## src/rtl/hazard_pkg.sv

```systemverilog
// rtl/hazard_pkg.sv - shared types and helpers for the hazard/forwarding unit
package hazard_pkg;

   typedef enum logic [0:0] {
      ST_IDLE  = 1'b0,
      ST_STALL = 1'b1
   } state_t;

   localparam int FWD_SEL_RF = 0;

   // Select width: one code for the register file plus one per producer stage
   function automatic int sel_width(input int nstage);
      return $clog2(nstage + 1);
   endfunction

endpackage

```

## src/rtl/hazard_fwd_unit_if.sv

```systemverilog
// rtl/hazard_fwd_unit_if.sv - ID/producer bus between the pipeline and the hazard unit
interface hazard_fwd_unit_if
   import hazard_pkg::*;
#(
   parameter int NSRC   = 2,
   parameter int NSTAGE = 3,
   parameter int REGW   = 5
);
   localparam int SELW = sel_width(NSTAGE);

   logic                   flush;
   logic                   id_valid;
   logic [NSRC*REGW-1:0]   id_src;
   logic [NSRC-1:0]        id_src_used;
   logic [NSTAGE-1:0]      prod_wen;
   logic [NSTAGE*REGW-1:0] prod_wn;
   logic                   prod_is_load;
   logic [NSRC*SELW-1:0]   fwd_sel;
   logic                   stall;
   logic                   bubble;

   modport master (
      output flush, id_valid, id_src, id_src_used, prod_wen, prod_wn, prod_is_load,
      input  fwd_sel, stall, bubble
   );

   modport slave (
      input  flush, id_valid, id_src, id_src_used, prod_wen, prod_wn, prod_is_load,
      output fwd_sel, stall, bubble
   );
endinterface

```

## src/rtl/hazard_match.sv

```systemverilog
// rtl/hazard_match.sv - one source operand against all producer stages
// Youngest matching stage wins; hit0 flags a stage-0 match for load-use detection.
module hazard_match
   import hazard_pkg::*;
#(
   parameter int NSTAGE = 3,
   parameter int REGW   = 5,
   parameter int SELW   = sel_width(NSTAGE)
) (
   input  logic                   id_valid,
   input  logic [REGW-1:0]        src,
   input  logic                   used,
   input  logic [NSTAGE-1:0]      prod_wen,
   input  logic [NSTAGE*REGW-1:0] prod_wn,
   output logic [SELW-1:0]        sel,
   output logic                   hit0
);

   logic [NSTAGE-1:0] hit;

   always_comb begin
      for (int k = 0; k < NSTAGE; k++) begin
         hit[k] = id_valid && used && prod_wen[k] &&
                  (prod_wn[k*REGW +: REGW] == src) && (src != '0);
      end
   end

   always_comb begin
      logic found;
      found = 1'b0;
      sel   = SELW'(FWD_SEL_RF);
      for (int k = 0; k < NSTAGE; k++) begin
         if (!found && hit[k]) begin
            sel   = SELW'(k + 1);
            found = 1'b1;
         end
      end
   end

   assign hit0 = hit[0];

endmodule

```

## src/rtl/hazard_fwd_unit.sv

```systemverilog
// rtl/hazard_fwd_unit.sv - operand forwarding select and load-use stall control
// Optional HAZARD_FWD_PERF_EN adds saturating stall/forward event counters.
module hazard_fwd_unit
   import hazard_pkg::*;
#(
   parameter int NSRC     = 2,
   parameter int NSTAGE   = 3,
   parameter int REGW     = 5,
   parameter int LOAD_LAT = 1
) (
   input  logic        clk,
   input  logic        rst,
   hazard_fwd_unit_if.slave bus
`ifdef HAZARD_FWD_PERF_EN
   ,
   output logic [31:0] perf_stall_cnt,
   output logic [31:0] perf_fwd_cnt
`endif
);

   localparam int SELW = sel_width(NSTAGE);
   localparam int CW   = $clog2(LOAD_LAT + 1);

   state_t               state;
   logic [CW-1:0]        cnt;
   logic [NSRC*SELW-1:0] fwd_q;
   logic [NSRC*SELW-1:0] sel_comb;
   logic [NSRC*SELW-1:0] fwd_cap;
   logic [NSRC-1:0]      hit0;
   logic                 load_use;
   logic                 stall_c;

   for (genvar gi = 0; gi < NSRC; gi++) begin : g_match
      hazard_match #(
         .NSTAGE (NSTAGE),
         .REGW   (REGW),
         .SELW   (SELW)
      ) u_match (
         .id_valid (bus.id_valid),
         .src      (bus.id_src[gi*REGW +: REGW]),
         .used     (bus.id_src_used[gi]),
         .prod_wen (bus.prod_wen),
         .prod_wn  (bus.prod_wn),
         .sel      (sel_comb[gi*SELW +: SELW]),
         .hit0     (hit0[gi])
      );
   end

   assign load_use = bus.prod_is_load && (|hit0);

   always_comb begin
      stall_c = 1'b0;
      if (rst || bus.flush)
         stall_c = 1'b0;
      else if (state == ST_STALL)
         stall_c = 1'b1;
      else
         stall_c = load_use;
   end

   // A stalled ID must not pick up a forward for an instruction that has not issued
   always_comb begin
      fwd_cap = {NSRC{SELW'(FWD_SEL_RF)}};
      if (!bus.flush && bus.id_valid && !stall_c)
         fwd_cap = sel_comb;
   end

   always_ff @(posedge clk) begin
      if (rst || bus.flush) begin
         state <= ST_IDLE;
         cnt   <= '0;
         fwd_q <= '0;
      end else begin
         fwd_q <= fwd_cap;
         case (state)
            ST_IDLE: begin
               if (load_use && (LOAD_LAT > 1)) begin
                  state <= ST_STALL;
                  cnt   <= CW'(LOAD_LAT - 1);
               end
            end
            ST_STALL: begin
               if (cnt <= CW'(1)) begin
                  state <= ST_IDLE;
                  cnt   <= '0;
               end else begin
                  cnt <= cnt - CW'(1);
               end
            end
            default: begin
               state <= ST_IDLE;
               cnt   <= '0;
            end
         endcase
      end
   end

   assign bus.fwd_sel = fwd_q;
   assign bus.stall   = stall_c;
   assign bus.bubble  = stall_c;

`ifdef HAZARD_FWD_PERF_EN
   always_ff @(posedge clk) begin
      if (rst) begin
         perf_stall_cnt <= '0;
         perf_fwd_cnt   <= '0;
      end else begin
         if (stall_c && (perf_stall_cnt != '1))
            perf_stall_cnt <= perf_stall_cnt + 32'd1;
         if ((|fwd_cap) && (perf_fwd_cnt != '1))
            perf_fwd_cnt <= perf_fwd_cnt + 32'd1;
      end
   end
`endif

endmodule

```

## src/flat_wrapper.sv

```systemverilog
// flat-port wrapper written by rule: the top's interface ports become plain ports
module hazard_fwd_unit_flat import hazard_pkg::*;
#(
   parameter int NSRC     = 2,
   parameter int NSTAGE   = 3,
   parameter int REGW     = 5,
   parameter int LOAD_LAT = 1
)
  (clk, rst, bus_flush, bus_id_valid, bus_id_src, bus_id_src_used, bus_prod_wen, bus_prod_wn, bus_prod_is_load, bus_fwd_sel, bus_stall, bus_bubble);
  hazard_fwd_unit_if #(.NSRC(NSRC), .NSTAGE(NSTAGE), .REGW(REGW)) bus_i ();
  input  logic clk;
  input  logic rst;
  input wire logic [$bits(bus_i.flush)-1:0] bus_flush;
  input wire logic [$bits(bus_i.id_valid)-1:0] bus_id_valid;
  input wire logic [$bits(bus_i.id_src)-1:0] bus_id_src;
  input wire logic [$bits(bus_i.id_src_used)-1:0] bus_id_src_used;
  input wire logic [$bits(bus_i.prod_wen)-1:0] bus_prod_wen;
  input wire logic [$bits(bus_i.prod_wn)-1:0] bus_prod_wn;
  input wire logic [$bits(bus_i.prod_is_load)-1:0] bus_prod_is_load;
  output wire logic [$bits(bus_i.fwd_sel)-1:0] bus_fwd_sel;
  output wire logic [$bits(bus_i.stall)-1:0] bus_stall;
  output wire logic [$bits(bus_i.bubble)-1:0] bus_bubble;
  assign bus_i.flush = bus_flush;
  assign bus_i.id_valid = bus_id_valid;
  assign bus_i.id_src = bus_id_src;
  assign bus_i.id_src_used = bus_id_src_used;
  assign bus_i.prod_wen = bus_prod_wen;
  assign bus_i.prod_wn = bus_prod_wn;
  assign bus_i.prod_is_load = bus_prod_is_load;
  assign bus_fwd_sel = bus_i.fwd_sel;
  assign bus_stall = bus_i.stall;
  assign bus_bubble = bus_i.bubble;
  hazard_fwd_unit #(.NSRC(NSRC), .NSTAGE(NSTAGE), .REGW(REGW), .LOAD_LAT(LOAD_LAT)) u_core (.clk(clk), .rst(rst), .bus(bus_i));
endmodule
```

## config.mk

```make
export PLATFORM = sky130hd
export DESIGN_NAME = hazard_fwd_unit_flat
export DESIGN_NICKNAME = d
export VERILOG_FILES = /design/src/rtl/hazard_pkg.sv /design/src/rtl/hazard_fwd_unit_if.sv /design/src/rtl/hazard_match.sv /design/src/rtl/hazard_fwd_unit.sv /design/src/flat_wrapper.sv
export SDC_FILE = /design/constraint.sdc
export NUM_CORES = 1
export LEC_CHECK = 0
export ABC_CLOCK_PERIOD_IN_PS = 5700
export BUFFER_PORTS_ARGS = -buffer_cell sky130_fd_sc_hd__buf_4
export CELL_PAD_IN_SITES_DETAIL_PLACEMENT = 1
export CELL_PAD_IN_SITES_GLOBAL_PLACEMENT = 2
export CORE_MARGIN = 1
export CORE_UTILIZATION = 22
export CTS_CLUSTER_SIZE = 8
export DETAILED_ROUTE_END_ITERATION = 10
export GPL_TIMING_DRIVEN = 0
export HOLD_SLACK_MARGIN = 0.1
export PLACE_DENSITY = 0.93
export SKIP_CTS_REPAIR_TIMING = 1
export SYNTH_ARGS = -nofsm -noshare
export SYNTH_HDL_FRONTEND = slang
export SYNTH_SLANG_ARGS = --single-unit
```

## constraint.sdc

```tcl
create_clock -name clk -period 5.7 [get_ports clk]
set_input_delay 1.14 -clock clk [delete_from_list [all_inputs] [get_ports clk]]
set_output_delay 1.14 -clock clk [all_outputs]
set_load 0.05 [all_outputs]
```

==> summary.txt, run 1 <==
Logic synthesis
  – Post-synthesis sequential area ratio: 13.8%
  – Cell Area, Synth: 582 µm²
  – Adder-cell share of the synthesized area: 0%
  – Mean Syn Cell Area: 8.31 µm²
  – Synth Area in Simple Gates: 27.3%
  – Syn. warnings: 0
  – Cell variety after synth: 17
  – Top cell type's share of synthesized area: 45.2%
  – Cell accounting for the most synthesized area: xnor2_1
  – Syn Nets: 105
  – Area contributors post-synth: xnor2_1 (45%), dfxtp_1 (14%), nand4_1 (6.5%)
  – Multiplexer area fraction after synthesis: 0%
  – XOR/XNOR share of the synthesized area: 45.2%
  – Synth Register Bits: 4
  – Largest family of logic cells by synthesized area: XOR/XNOR gates
  – Complex-gate fraction of the synthesized area: 12.5%
  – Post-synthesis instance total: 70

STA
  – Worst slew pin tran: 0.365 ns
  – Tcrit/Tclk final: 71.0%
  – Final Max Tran Viols: 0
  – RSZ-0062 raised after global routing: no
  – Final setup fails: 0
  – TNS Setup: 0 ns
  – Min Clock Period, post-route: 4.05 ns
  – Max Clk Rate: 0.247 GHz
  – Final hold vios: 0
  – Slew margin rel.: 75.6%

Finish
  – Core Util, Final: 38.0%
  – ANT cells: 0
  – Share of layout cells above drive strength 1: 46.0%
  – Sequential Area: 80.1 µm²
  – Fin nets: 150
  – Most frequent cells in the layout: buf_4 (41), xnor2_1 (30), nand2_1 (7), nand4_1 (6), nor3_1 (5)
  – Layout area overhead: 61.9%
  – Multi-input gate area: 494 µm²
  – Commonest non-fill, non-tap cell in the layout: buf_4
  – Max reg flops: 4
  – Fillers: 320

Clocking
  – TritonCTS clock tree: done
  – CTS sink cnt: 4
  – Clk Tree Root Cell: clkbuf_4
  – H-tree levels: 1
  – Clock slew at reported path FFs: 0.04 ns
  – CTS Buf Count: 3
  – Worst-case clock buffer depth: 2

Run
  – Max Cap Violations: 0

Global route
  – Total track usage: 15.5%
  – Grt ovf: 0
  – First-pass GRT wire length: 3.15 mm
  – Largest net degree at the start of global routing: 5
  – Antenna violations before repair: 0
  – Vias in the first global route: 719

Critical path
  – Setup Crit Path Kind: input port to output port
  – Setup crit end kind: output port
  – Worst Setup Start Kind: input port
  – CP required: 4.56 ns
  – Max stage delay on crit path: 0.53 ns
  – Cell repeated most along the worst path: buf_4
  – Crit-path cells: buf_4 -> or4_1 -> o211ai_2 -> nor3_2 -> o21a_1 -> and2_2 -> buf_4 -> buf_4
  – WP data arrival: 2.91 ns
  – Crit-path max FO: 4
  – Critical-path top delay cell: or4_1

Power
  – PwrDens: 126 mW/mm²
  – Static Leakage: 0.352 nW
  – Maximum vdd drop: 0.0000744 V

Floorplanning
  – # IOs: 41
  – Starting density of the core: 23.5%
  – Row count: 18
  – Die ar.: 0.00285 mm²
  – Die H: 53.4 µm
  – DIE WIDTH: 53.4 µm
  – Core Area: 0.00248 mm²

Route
  – Wirelength, routed: 1.95 mm
  – Final ANT Viol Nets: 0
  – DR vias: 672
  – Average vias per placed instance: 4.70
  – Total iterations of the first detailed-routing run: 1
  – DRC: 0
  – Iteration-0 DRC Markers: 0
  – Wire per inst: 13.6 µm

Worst hold path
  – Hold path depth: 2
  – Worst min path class: input port to flop
  – Hold Startpoint: bus_prod_is_load
  – Hold Path End: u_core.bus.fwd_sel[1]

Placed design
  – GPL Wtd Cong: 0.780
  – I/O Buffers: 40

Outcome
  – Status: finished, final reports clean
-- kinds of logic after synthesis --
group	count (synthesis)
compound gates	7
xor+xnor	30
buf+inv	1
flops	4
simple gates	28
-- power breakdown --
part           switching, W  internal (W)  leakage [nW]
Combinational     0.0000239     0.0000317         0.306
Clock             0.0000117     0.0000236        0.0138
Sequential     0.0000000118     0.0000282        0.0322
Total             0.0000356     0.0000835         0.352
-- cell type report --
cell class | instances | share of cell area (%)
buffer | 1 | 0.797
clock buffer | 3 | 2.39
multi-input combinational | 65 | 52.5
sequential | 4 | 8.50
tap | 30 | 3.98
timing repair buffer | 40 | 31.9
-- synth_stat cells --
library cell	instances
nand4_1	6
and2_2	1
nor3_2	2
nor2_1	2
nor2b_1	1
or4_1	2
xnor2_1	30
a2111oi_2	2
o21a_1	1
nor3_1	5
or3_2	1
nand2_1	7
dfxtp_1	4
buf_4	1
or3_1	1
o211ai_2	2
a21oi_1	2
-- per-stage QoR --
step | cells | hold slack (ns) | power (W) | setup slack [ns] | area, µm²
global placement | 140 | 1.36 | 0.0000832 | 1.68 | 920
floorplan | 70 | 1.23 | 0.0000532 | 1.88 | 582
detailed placement | 140 | 1.37 | 0.0000850 | 1.65 | 920
global route | 143 | 1.12 | 0.000126 | 1.57 | 942
finish | 143 | 1.12 | 0.000119 | 1.65 | 942
CTS | 143 | 1.12 | 0.000122 | 1.64 | 942
-- critical path, delay by kind of cell --
kind	cells	cell delay [ns]
compound gates	2	0.46
buf+inv	3	0.44
simple gates	3	0.86
-- how the worst max path moves through the flow --
stage	from	slack [ns]	end
2_1_floorplan	bus_id_src[8]	1.88	bus_stall
3_3_place_gp	bus_id_src[8]	1.68	bus_stall
3_5_place_dp	bus_id_src[1]	1.65	bus_stall
4_1_cts	bus_id_src[1]	1.64	bus_stall
5_1_grt	bus_id_src[8]	1.57	bus_stall
6_report	bus_id_src[1]	1.65	bus_stall
-- metal layers --
metal  global-route usage, %  vias up  part of all wire [%]
li1                        -      335                     -
met1                    17.2      305                    38
met2                    28.5       28                    54
met3                    2.30        4                   6.5
met4                    6.58        0                   1.4
met5                       0        -                     0
No activity file was read; power rests on OpenSTA's default activity.
==> run 2: changes to the inputs <==
Settings changed: ABC_AREA set to 1, ABC_CLOCK_PERIOD_IN_PS 5700 to 4100, CORE_UTILIZATION 22 to 19, PLACE_DENSITY 0.93 to 0.87.
Clock period 5.7 ns to 4.1 ns, I/O delays scaled along.
==> run 2 against run 1 <==
Against the previous run:
- synthesized area grew 32%
- hold slack lost 0.21 ns
- synthesized cell count up 120%
- sequential share of layout area decreased by 1.7 points
- wire length increased by 16%
- critical path depth increased by 4
- largest cell class unchanged
- highest routed layer is now met3
==> summary.txt, run 2 <==
Critical path
  – Worst Setup Start Kind: input port (unchanged)
  – Max stage delay on crit path: 0.18 ns (was 0.53 ns)
  – Crit-path cells: buf_4 -> inv_2 -> nor2_1 -> nor2_1 -> nand2_1 -> nor2_1 -> nand2_1 -> nand2_1 -> nand2_2 -> nor2_1 -> buf_4 -> buf_4 (was buf_4 -> or4_1 -> o211ai_2 -> nor3_2 -> o21a_1 -> and2_2 -> buf_4 -> buf_4)
  – CP required: 3.28 ns (was 4.56 ns)
  – WP data arrival: 2.03 ns (was 2.91 ns)
  – Cell family with the largest share of critical-path delay: simple AND/OR/NAND/NOR gates (unchanged)
  – Critical-path top delay cell: buf_4 (was or4_1)
  – Crit path depth: 12 (was 8)
  – Setup Crit Path Kind: input port to output port (unchanged)
  – Crit-path max FO: 4 (unchanged)
  – Cell repeated most along the worst path: nor2_1 (was buf_4)
  – Setup crit end kind: output port (unchanged)
  – Buf+Inv Stages, Crit Path: 4 (was 3)

Logic synthesis
  – Cell Area, Synth: 771 µm² (was 582 µm²)
  – Synth Register Bits: 4 (unchanged)
  – Most frequent cells after synthesis: nand2_1 (65), nor2_1 (23), xnor2_1 (16), inv_1 (13), inv_2 (7) (was xnor2_1 (30), nand2_1 (7), nand4_1 (6), nor3_1 (5), dfxtp_1 (4))
  – Complex-gate fraction of the synthesized area: 3.25% (was 12.5%)
  – Syn Nets: 186 (was 105)
  – Most numerous cell in the Yosys netlist: nand2_1 (was xnor2_1)
  – Post-synthesis instance total: 151 (was 70)
  – Most used DFF post-synth: dfxtp_1 (unchanged)
  – Post-synthesis sequential area ratio: 10.4% (was 13.8%)
  – Syn. warnings: 0 (unchanged)
  – Top cell type's share of synthesized area: 31.7% (was 45.2%)
  – Cell accounting for the most synthesized area: nand2_1 (was xnor2_1)
  – XOR/XNOR share of the synthesized area: 18.2% (was 45.2%)
  – Mean Syn Cell Area: 5.10 µm² (was 8.31 µm²)
  – Adder-cell share of the synthesized area: 0% (unchanged)
  – Synth Area in Simple Gates: 57.5% (was 27.3%)
  – Multiplexer area fraction after synthesis: 0% (unchanged)
  – Area contributors post-synth: nand2_1 (32%), xnor2_1 (18%), nor2_1 (11%) (was xnor2_1 (45%), dfxtp_1 (14%), nand4_1 (6.5%))
  – Largest family of logic cells by synthesized area: simple AND/OR/NAND/NOR gates (was XOR/XNOR gates)
  – Cell variety after synth: 16 (was 17)
  – Ys async rst share: 0% (unchanged)
  – Number of flops mapped to enable cells by yosys: 0 (unchanged)

Clocking
  – TritonCTS clock tree: done (unchanged)
  – H-tree levels: 1 (unchanged)
  – Clock slew at reported path FFs: 0.03 ns (was 0.04 ns)
  – CTS Buf Count: 3 (unchanged)
  – Clk Tree Root Cell: clkbuf_8 (was clkbuf_4)
  – CTS sink cnt: 4 (unchanged)
  – Worst-case clock buffer depth: 2 (unchanged)

Power
  – Sw Pwr: 0.0000611 W (was 0.0000356 W)
  – Flop pwr share: 19.0% (was 23.7%)
  – Net switching fraction of the power: 29.5% (was 29.9%)
  – Cell Int Power: 0.000146 W (was 0.0000835 W)
  – Maximum vdd drop: 0.0000469 V (was 0.0000744 V)
  – Static Leakage: 0.611 nW (was 0.352 nW)
  – PwrDens: 177 mW/mm² (was 126 mW/mm²)
  – Clock power share: 39.0% (was 29.6%)
  – Comb pwr share: 42.1% (was 46.7%)

STA
  – Min Clock Period, post-route: 2.85 ns
  – Final setup fails: 0 (unchanged)
  – RSZ-0062 raised after global routing: no (unchanged)
  – Worst slew pin tran: 0.193 ns (was 0.365 ns)
  – TNS Setup: 0 ns (unchanged)
  – Max Clk Rate: 0.350 GHz
  – Final hold vios: 0 (unchanged)
  – Final hold slack: 0.914 ns (was 1.12 ns)
  – Fin worst setup slack: 1.25 ns (was 1.65 ns)
  – Final Max Tran Viols: 0 (unchanged)
  – Tcrit/Tclk final: 69.6%
  – Slew margin rel.: 87.1% (was 75.6%)

Route
  – DRC: 0 (unchanged)
  – Iteration-0 DRC Markers: 12 (was 0)
  – Final ANT Viol Nets: 0 (unchanged)
  – Average vias per placed instance: 3.88 (was 4.70)
  – Wire per inst: 9.32 µm (was 13.6 µm)
  – DR vias: 938 (was 672)
  – Total iterations of the first detailed-routing run: 4 (was 1)
  – Wirelength, routed: 2.26 mm (was 1.95 mm)

Finish
  – Layout area overhead: 52.1% (was 61.9%)
  – Fin nets: 231 (was 150)
  – ANT cells: 0 (unchanged)
  – Commonest non-fill, non-tap cell in the layout: nand2_1 (was buf_4)
  – Most frequent cells in the layout: nand2_1 (65), buf_4 (41), nor2_1 (23), xnor2_1 (16), inv_1 (13) (was buf_4 (41), xnor2_1 (30), nand2_1 (7), nand4_1 (6), nor3_1 (5))
  – Max reg flops: 4 (unchanged)
  – Share of layout cells above drive strength 1: 32.5% (was 46.0%)

Global route
  – Antenna violations before repair: 0 (unchanged)
  – Vias in the first global route: 849 (was 719)
  – Grt ovf: 0 (unchanged)
  – First-pass GRT wire length: 3.46 mm (was 3.15 mm)
  – Largest net degree at the start of global routing: 6 (was 5)
  – Total track usage: 10.4% (was 15.5%)

Placed design
  – I/O Buffers: 40 (unchanged)
  – GPL Wtd Cong: 0.761 (was 0.780)
  – Pre-CTS WS: 1.22 ns (was 1.65 ns)
  – Dpl hpwl: 2.07 mm

Floorplanning
  – Row count: 22 (was 18)
  – Die ar.: 0.00432 mm² (was 0.00285 mm²)
  – # IOs: 41 (unchanged)
  – Die H: 65.7 µm (was 53.4 µm)
  – Starting density of the core: 20.4% (was 23.5%)
  – DIE WIDTH: 65.7 µm (was 53.4 µm)
  – Core Area: 0.00377 mm² (was 0.00248 mm²)

Outcome
  – Status: finished, final reports clean (unchanged)

Run
  – Max Cap Violations: 0 (unchanged)

Worst hold path
  – Hold path depth: 4 (was 2)
  – Worst min path class: input port to flop (unchanged)
## run 2: cell count changes after synthesis, moves of 3 or more
cell	delta
inv_1	+13
inv_2	+7
nand2_1	+58
nand3_1	+3
nand4_1	-4
nor2_1	+21
nor2_2	+6
nor3_1	-5
xnor2_1	-14
## run 2: through the flow
stage / util [%] / total power, W / cell area [µm²] / instances
after floorplan: - / 0.0000836 / 771 / 151
after global placement: 30.0 / 0.000128 / 1130 / 239
after detailed placement: 30.0 / 0.000129 / 1130 / 239
after CTS: 31.1 / 0.000212 / 1170 / 242
after global routing: 31.1 / 0.000222 / 1170 / 242
final: 31.1 / 0.000207 / 1170 / 242
## run 2: layer usage
metal  routed length [µm]  part of all wire [%]  track usage (%)
met5                    0                     0                0
met3                   74                   3.3            0.521
met2                 1130                    50             18.9
met1                 1050                    47             13.1
met4                    0                     0             2.45
## run 2: final cells by class
class / instances / area, µm²
inverters: 20 / 75.1
multi-input cells: 126 / 608
repair buffers: 40 / 300
flip-flops and latches: 4 / 80.1
fillers: 526 / 2600
plain buffers: 1 / 7.51
clock buffers: 3 / 41.3
well taps: 48 / 60.1
## run 2: kinds of logic (layout without fill, tap and decap cells)
| kind of cell | after synthesis | in the layout |
|---|---|---|
| AOI/OAI and AO/OA | 5 | 5 |
| xor gates and xnor gates | 16 | 16 |
| buffers and inverters | 21 | 64 |
| DFF | 4 | 4 |
| and+or+nand+nor | 105 | 105 |
## run 2: path summary, 6_finish.rpt
check,from,endpoint,slack [ns]
min,bus_prod_is_load,u_core.bus.fwd_sel[0],0.91
max,bus_id_src[8],bus_stall,1.25
## run 2: worst min-delay path, stage by stage
cell,delay [ns]
buf_4,0.08
nand2_2,0.06
nand2_4,0.08
nor2_2,0.03
## run 2: power groups by stage
| stage | registers [W] | logic (W) | clock network [W] |
|---|---|---|---|
| CTS | 0.0000393 | 0.0000894 | 0.0000833 |
| global placement | 0.0000398 | 0.0000885 | 0 |
| global route | 0.0000393 | 0.0000986 | 0.0000837 |
| floorplan | 0.0000400 | 0.0000436 | 0 |
| finish | 0.0000393 | 0.0000871 | 0.0000806 |
| detailed placement | 0.0000398 | 0.0000890 | 0 |
